File: config.mk
export PLATFORM = sky130hd
export DESIGN_NAME = transmission8_sequencer
export DESIGN_NICKNAME = d
export VERILOG_FILES = /design/src/rtl/transmission_pkg.sv /design/src/rtl/transmission_dwell_timer.sv /design/src/rtl/transmission8_sequencer.sv
export SDC_FILE = /design/constraint.sdc
export NUM_CORES = 1
export LEC_CHECK = 0
export ABC_CLOCK_PERIOD_IN_PS = 3000
export CORE_ASPECT_RATIO = 0.7
export CORE_MARGIN = 2
export CORE_UTILIZATION = 50
export DETAILED_ROUTE_END_ITERATION = 8
export PLACE_DENSITY = 0.83
export SYNTH_ARGS = -nofsm -noshare
export SYNTH_HDL_FRONTEND = slang
export SYNTH_SLANG_ARGS = --single-unit
File: constraint.sdc
create_clock -name clk -period 3 [get_ports clk]
set_input_delay 0.75 -clock clk [delete_from_list [all_inputs] [get_ports clk]]
set_output_delay 0.75 -clock clk [all_outputs]
set_load 0.01 [all_outputs]
File: src/rtl/transmission_pkg.sv
// Shared types and constants for the 8-channel transmission sequencer.
// CHAN_MASK_EN adds the next-set-bit helper used for masked scans.
package transmission_pkg;

  typedef enum logic {
    ST_IDLE,
    ST_SCAN
  } state_t;

  localparam int NUM_CH = 8;
  localparam int SEL_W = 3;
  localparam logic [7:0] IDLE_DATA = 8'hFF;

`ifdef CHAN_MASK_EN
  // {found, index} of the lowest set mask bit strictly above cur
  function automatic logic [SEL_W:0] next_set(
    input logic [NUM_CH-1:0] mask,
    input logic [SEL_W-1:0]  cur
  );
    logic [SEL_W:0] r;
    r = '0;
    for (int i = NUM_CH - 1; i >= 0; i--) begin
      if (mask[i] && (i > int'(cur))) begin
        r = {1'b1, SEL_W'(i)};
      end
    end
    return r;
  endfunction
`endif

endpackage

File: src/rtl/transmission_dwell_timer.sv
// Dwell counter: counts 0..DWELL-1 while enabled, wraps at terminal count.
// Synchronous clear has priority over counting.
module transmission_dwell_timer #(
  parameter int DWELL   = 4,
  parameter int DWELL_W = 8
) (
  input  logic clk,
  input  logic rst_n,
  input  logic clr,
  input  logic en,
  output logic tc
);

  logic [DWELL_W-1:0] cnt;

  assign tc = (cnt == DWELL_W'(DWELL - 1));

  // count up while enabled, return to zero on terminal count or clear
  always_ff @(posedge clk or negedge rst_n) begin
    if (!rst_n) begin
      cnt <= '0;
    end else if (clr) begin
      cnt <= '0;
    end else if (en) begin
      cnt <= tc ? '0 : cnt + 1'b1;
    end
  end

endmodule

File: src/rtl/transmission8_sequencer.sv
// Feeds one word to the 8-channel demux, stepping select {A,B,C} per dwell.
// Optional macro CHAN_MASK_EN: iMask selects which channels are visited.
module transmission8_sequencer
  import transmission_pkg::*;
#(
  parameter int DWELL   = 4,
  parameter int DWELL_W = 8
) (
  input  logic       clk,
  input  logic       rst_n,
  input  logic [7:0] iWord,
  input  logic       iValid,
`ifdef CHAN_MASK_EN
  input  logic [7:0] iMask,
`endif
  output logic       oReady,
  output logic [7:0] oData,
  output logic       oA,
  output logic       oB,
  output logic       oC,
  output logic       oActive,
  output logic       oDone
);

  if (DWELL < 1 || DWELL > (2 ** DWELL_W) - 1) begin : g_bad_dwell
    $error("DWELL must be 1..2**DWELL_W-1");
  end

  state_t           state;
  state_t           state_nx;
  logic [7:0]       word_q;
  logic [SEL_W-1:0] chan_q;
  logic [SEL_W-1:0] chan_first;
  logic [SEL_W-1:0] chan_next;
  logic             done_q;
  logic             accept;
  logic             step;
  logic             finish;
  logic             empty;
  logic             last;
  logic             tc;
  logic             en;

`ifdef CHAN_MASK_EN
  logic [7:0]       mask_q;
  logic [SEL_W:0]   nxt_run;
  logic [SEL_W:0]   nxt_new;

  assign nxt_run    = next_set(mask_q, chan_q);
  assign nxt_new    = next_set(iMask, '0);
  assign chan_first = iMask[0] ? '0 : nxt_new[SEL_W-1:0];
  assign chan_next  = nxt_run[SEL_W-1:0];
  assign last       = !nxt_run[SEL_W];
  assign empty      = accept && (iMask == 8'h00);
`else
  assign chan_first = '0;
  assign chan_next  = chan_q + 1'b1;
  assign last       = (chan_q == SEL_W'(NUM_CH - 1));
  assign empty      = 1'b0;
`endif

  transmission_dwell_timer #(
    .DWELL  (DWELL),
    .DWELL_W(DWELL_W)
  ) u_timer (
    .clk  (clk),
    .rst_n(rst_n),
    .clr  (accept),
    .en   (en),
    .tc   (tc)
  );

  // state register
  always_ff @(posedge clk or negedge rst_n) begin
    if (!rst_n) begin
      state <= ST_IDLE;
    end else begin
      state <= state_nx;
    end
  end

  // next state and per-cycle control strobes
  always_comb begin
    state_nx = state;
    accept   = 1'b0;
    en       = 1'b0;
    step     = 1'b0;
    finish   = 1'b0;
    unique case (state)
      ST_IDLE: begin
        if (iValid) begin
          accept   = 1'b1;
          state_nx = empty ? ST_IDLE : ST_SCAN;
        end
      end
      ST_SCAN: begin
        en = 1'b1;
        if (tc) begin
          if (last) begin
            finish   = 1'b1;
            state_nx = ST_IDLE;
          end else begin
            step = 1'b1;
          end
        end
      end
      default: state_nx = ST_IDLE;
    endcase
  end

  // word, channel and done registers
  always_ff @(posedge clk or negedge rst_n) begin
    if (!rst_n) begin
      word_q <= IDLE_DATA;
      chan_q <= '0;
      done_q <= 1'b0;
`ifdef CHAN_MASK_EN
      mask_q <= '0;
`endif
    end else begin
      done_q <= finish | empty;
      if (accept) begin
        word_q <= iWord;
        chan_q <= empty ? '0 : chan_first;
`ifdef CHAN_MASK_EN
        mask_q <= iMask;
`endif
      end else if (step) begin
        chan_q <= chan_next;
      end else if (finish) begin
        chan_q <= '0;
      end
    end
  end

  assign oReady         = (state == ST_IDLE);
  assign oActive        = (state == ST_SCAN);
  assign oData          = oActive ? word_q : IDLE_DATA;
  assign {oA, oB, oC}   = chan_q;
  assign oDone          = done_q;

endmodule

==> results.json <==
{
  "clockRootBuffer": "clkbuf_4",
  "status": "finished clean",
  "routedWlPerCell_um": 16.0,
  "worstPathRequired_ns": 2.25,
  "numCtsBuffers": 3,
  "setup_viol": 0,
  "grt.total_usage": 0.209,
  "synth-seq-area-share": 0.498,
  "hp-class": "flop to flop",
  "cts_sinks": 21,
  "rsz0062_at_grt": "false",
  "drive_gt1_frac": 0.216,
  "setup-tns-final_ns": 0,
  "ys_ff_latch": 21,
  "cp_num_buf_inv": 2,
  "io_pins": 25,
  "synth_edf_count": 0,
  "fin_cells": 147,
  "final.setup_skew_ns": 0.00977,
  "antenna_found_initial": 0,
  "avgSynthCellArea_um2": 10.9,
  "grt_max_degree": 22,
  "yosysWarnings": 0,
  "p_leak_nw": 0.597,
  "ys_async_sr_fraction": 1.00,
  "post_cts_buffers": 0,
  "htreeDepth": 1,
  "worst_setup_path_end_kind": "output pin",
  "setup_slack_ns": 0.508,
  "dp.final_hpwl_mm": 1.75,
  "route.detailed.vias_per_inst": 5.99,
  "synth.area.top_cells": "dfrtp_1 (30%), dfstp_2 (20%), mux2_2 (8.4%), nand2b_1 (4.7%), ha_1 (3.5%)",
  "routabilityCongestion": 0.790,
  "dpl.cell_count": 143,
  "cp_data_arrival_time_ns": 1.74,
  "path_cells": "buf_4, clkdlybuf4s50_1",
  "die_y_um": 42.8,
  "synth_top_area_share": 0.303,
  "synth_area_um2": 1070,
  "path_class": "flop to output pin",
  "diodes": 0,
  "row_count": 13,
  "max_freq_mhz": 401,
  "cpPeakStageDelay_ns": 0.61,
  "worst_slew_pin_slew_ns": 0.765,
  "drt_iter0_markers": 34,
  "core_area_um2": 1940,
  "yosysTopAreaCell": "dfrtp_1",
  "grt-ovfl-total": 0,
  "power_density_nw_per_um2": 709,
  "filler_cell_count": 157,
  "vias": 880,
  "num-nets-final": 140,
  "cts_tree": "built",
  "clockBufferDepth": 2,
  "wl_mm": 2.35,
  "timing.final.crit_share": 0.831,
  "seqCellArea_um2": 536,
  "synth_fp_nets": 113,
  "slew_headroom": 0.488,
  "synth.most_common_cell": "dfrtp_1",
  "ant_nets": 0,
  "critPathLaunchType": "flop",
  "io_buffers": 24,
  "drc": 0,
  "cts_hold_buffers": 0,
  "first_pass_iters": 4,
  "synth_ff_type": "dfrtp_1",
  "die_x_um": 59.4,
  "cap_viol_max_count": 0,
  "ctsResizeCount": 0,
  "hold_viol": 0,
  "synth_cell_types": 34,
  "grt_pass1_wl_mm": 3.93,
  "path_clk_slew_ns": 0.12,
  "dp_slack_ns": 0.631,
  "initial_utilization": 0.555,
  "synth_commonest_cells": "dfrtp_1 (13), nand2_1 (10), dfstp_2 (8), mux2_2 (8), nand2b_1 (8)",
  "area.growth.synth_to_final_pct": 27.4,
  "worstPathMaxFanout": 13,
  "crit_family": "buffers and inverters",
  "synthCells": 99,
  "slew_viol_final": 0,
  "grt_pass1_vias": 839,
  "fin_crit_ns": 2.49,
  "clock_latency_ns": 0.31,
  "dieArea_um2": 2540,
  "multi_input_area_um2": 508,
  "ir_worst_vdd_uv": 450,
  "critPathSlowestCell": "dfrtp_1"
}
-- cell usage in the layout, fill, tap and decap left out --
cell | netlist | layout
o31ai_1 | 1 | 1
a41oi_1 | 1 | 1
dfrtp_1 | 13 | 13
ha_1 | 3 | 3
and3_2 | 1 | 1
a21o_1 | 1 | 1
mux2_2 | 8 | 8
o21ai_0 | 3 | 3
buf_4 | 0 | 2
o211ai_2 | 1 | 1
nor3_1 | 2 | 2
a221o_1 | 3 | 3
inv_1 | 4 | 4
mux2i_1 | 1 | 1
xor2_1 | 1 | 1
o22ai_1 | 1 | 1
and2_1 | 1 | 1
a31oi_1 | 2 | 2
nor4b_4 | 1 | 1
clkinv_2 | 0 | 1
nand2_1 | 10 | 10
clkdlybuf4s50_1 | 0 | 24
nand2b_1 | 8 | 8
and3_1 | 1 | 1
nand4_2 | 1 | 1
nand4_1 | 1 | 1
nor2_1 | 3 | 3
dfstp_2 | 8 | 8
nand3_1 | 4 | 4
or4_1 | 1 | 1
o211ai_1 | 2 | 2
a31o_2 | 1 | 1
nor2b_1 | 2 | 2
or3_1 | 1 | 1
a21oi_1 | 4 | 4
clkbuf_4 | 0 | 3
-- per-stage QoR --
step                      total power, mW  instance area [µm²]   util  hold WS, ns
after floorplan                     0.688                 1070      -        0.454
after global placement              0.807                 1340  0.693        0.514
after detailed placement            0.837                 1340  0.693        0.524
after CTS                           0.976                 1370  0.707        0.542
after global routing                 1.04                 1370  0.707        0.572
final                               0.970                 1370  0.707        0.541
-- worst paths after layout --
| path | from | end | slack [ns] | cells after the start |
|---|---|---|---|---|
| worst min register to register | u_timer.cnt[5] | u_timer.cnt[5] | 0.54 | 1 |
| min in group asynchronous | rst_n | chan_q[0] | 0.76 | 2 |
| worst max register to register | oActive | word_q[3] | 1.16 | 3 |
| max in group asynchronous | rst_n | word_q[5] | 1.96 | 2 |
| worst max-delay path | oActive | oActive | 0.51 | 2 |
| worst min-delay path | u_timer.cnt[5] | u_timer.cnt[5] | 0.54 | 1 |
-- area by class of cell --
class / instances / area share
Multi-Input combinational cell: 70 / 0.371
Sequential cell: 21 / 0.391
Timing Repair Buffer: 26 / 0.186
Tap cell: 22 / 0.0201
Inverter: 4 / 0.0110
Clock inverter: 1 / 0.00366
Clock buffer: 3 / 0.0165
-- logic make-up (layout without fill, tap and decap cells) --
kind of cell	Yosys count	in the layout	synth area share
flops	21	21	0.498
buf+inv	8	34	0.0291
fa+ha+maj	3	3	0.0349
simple gates	37	37	0.203
mux	9	9	0.0931
compound gates	20	20	0.134
xor+xnor	1	1	0.00815
-- metal layers --
layer | global-route usage | wire (µm) | up-vias
li1 | - | - | 414
met1 | 0.280 | 1030 | 435
met2 | 0.332 | 1170 | 27
met3 | 0.0549 | 114 | 4
met4 | 0.0591 | 34 | 0
met5 | 0 | 0 | -
-- power breakdown --
group	switching, mW	internal, mW
Sequential	0.124	0.374
Clock	0.0862	0.0498
Combinational	0.149	0.187
-- sequential cells by signal (all words and copies together) (netlist names) --
register,cells
chan_q,3
oActive,1
oDone,1
u_timer.cnt,8
word_q,8
(Power assumes the default switching activity.)
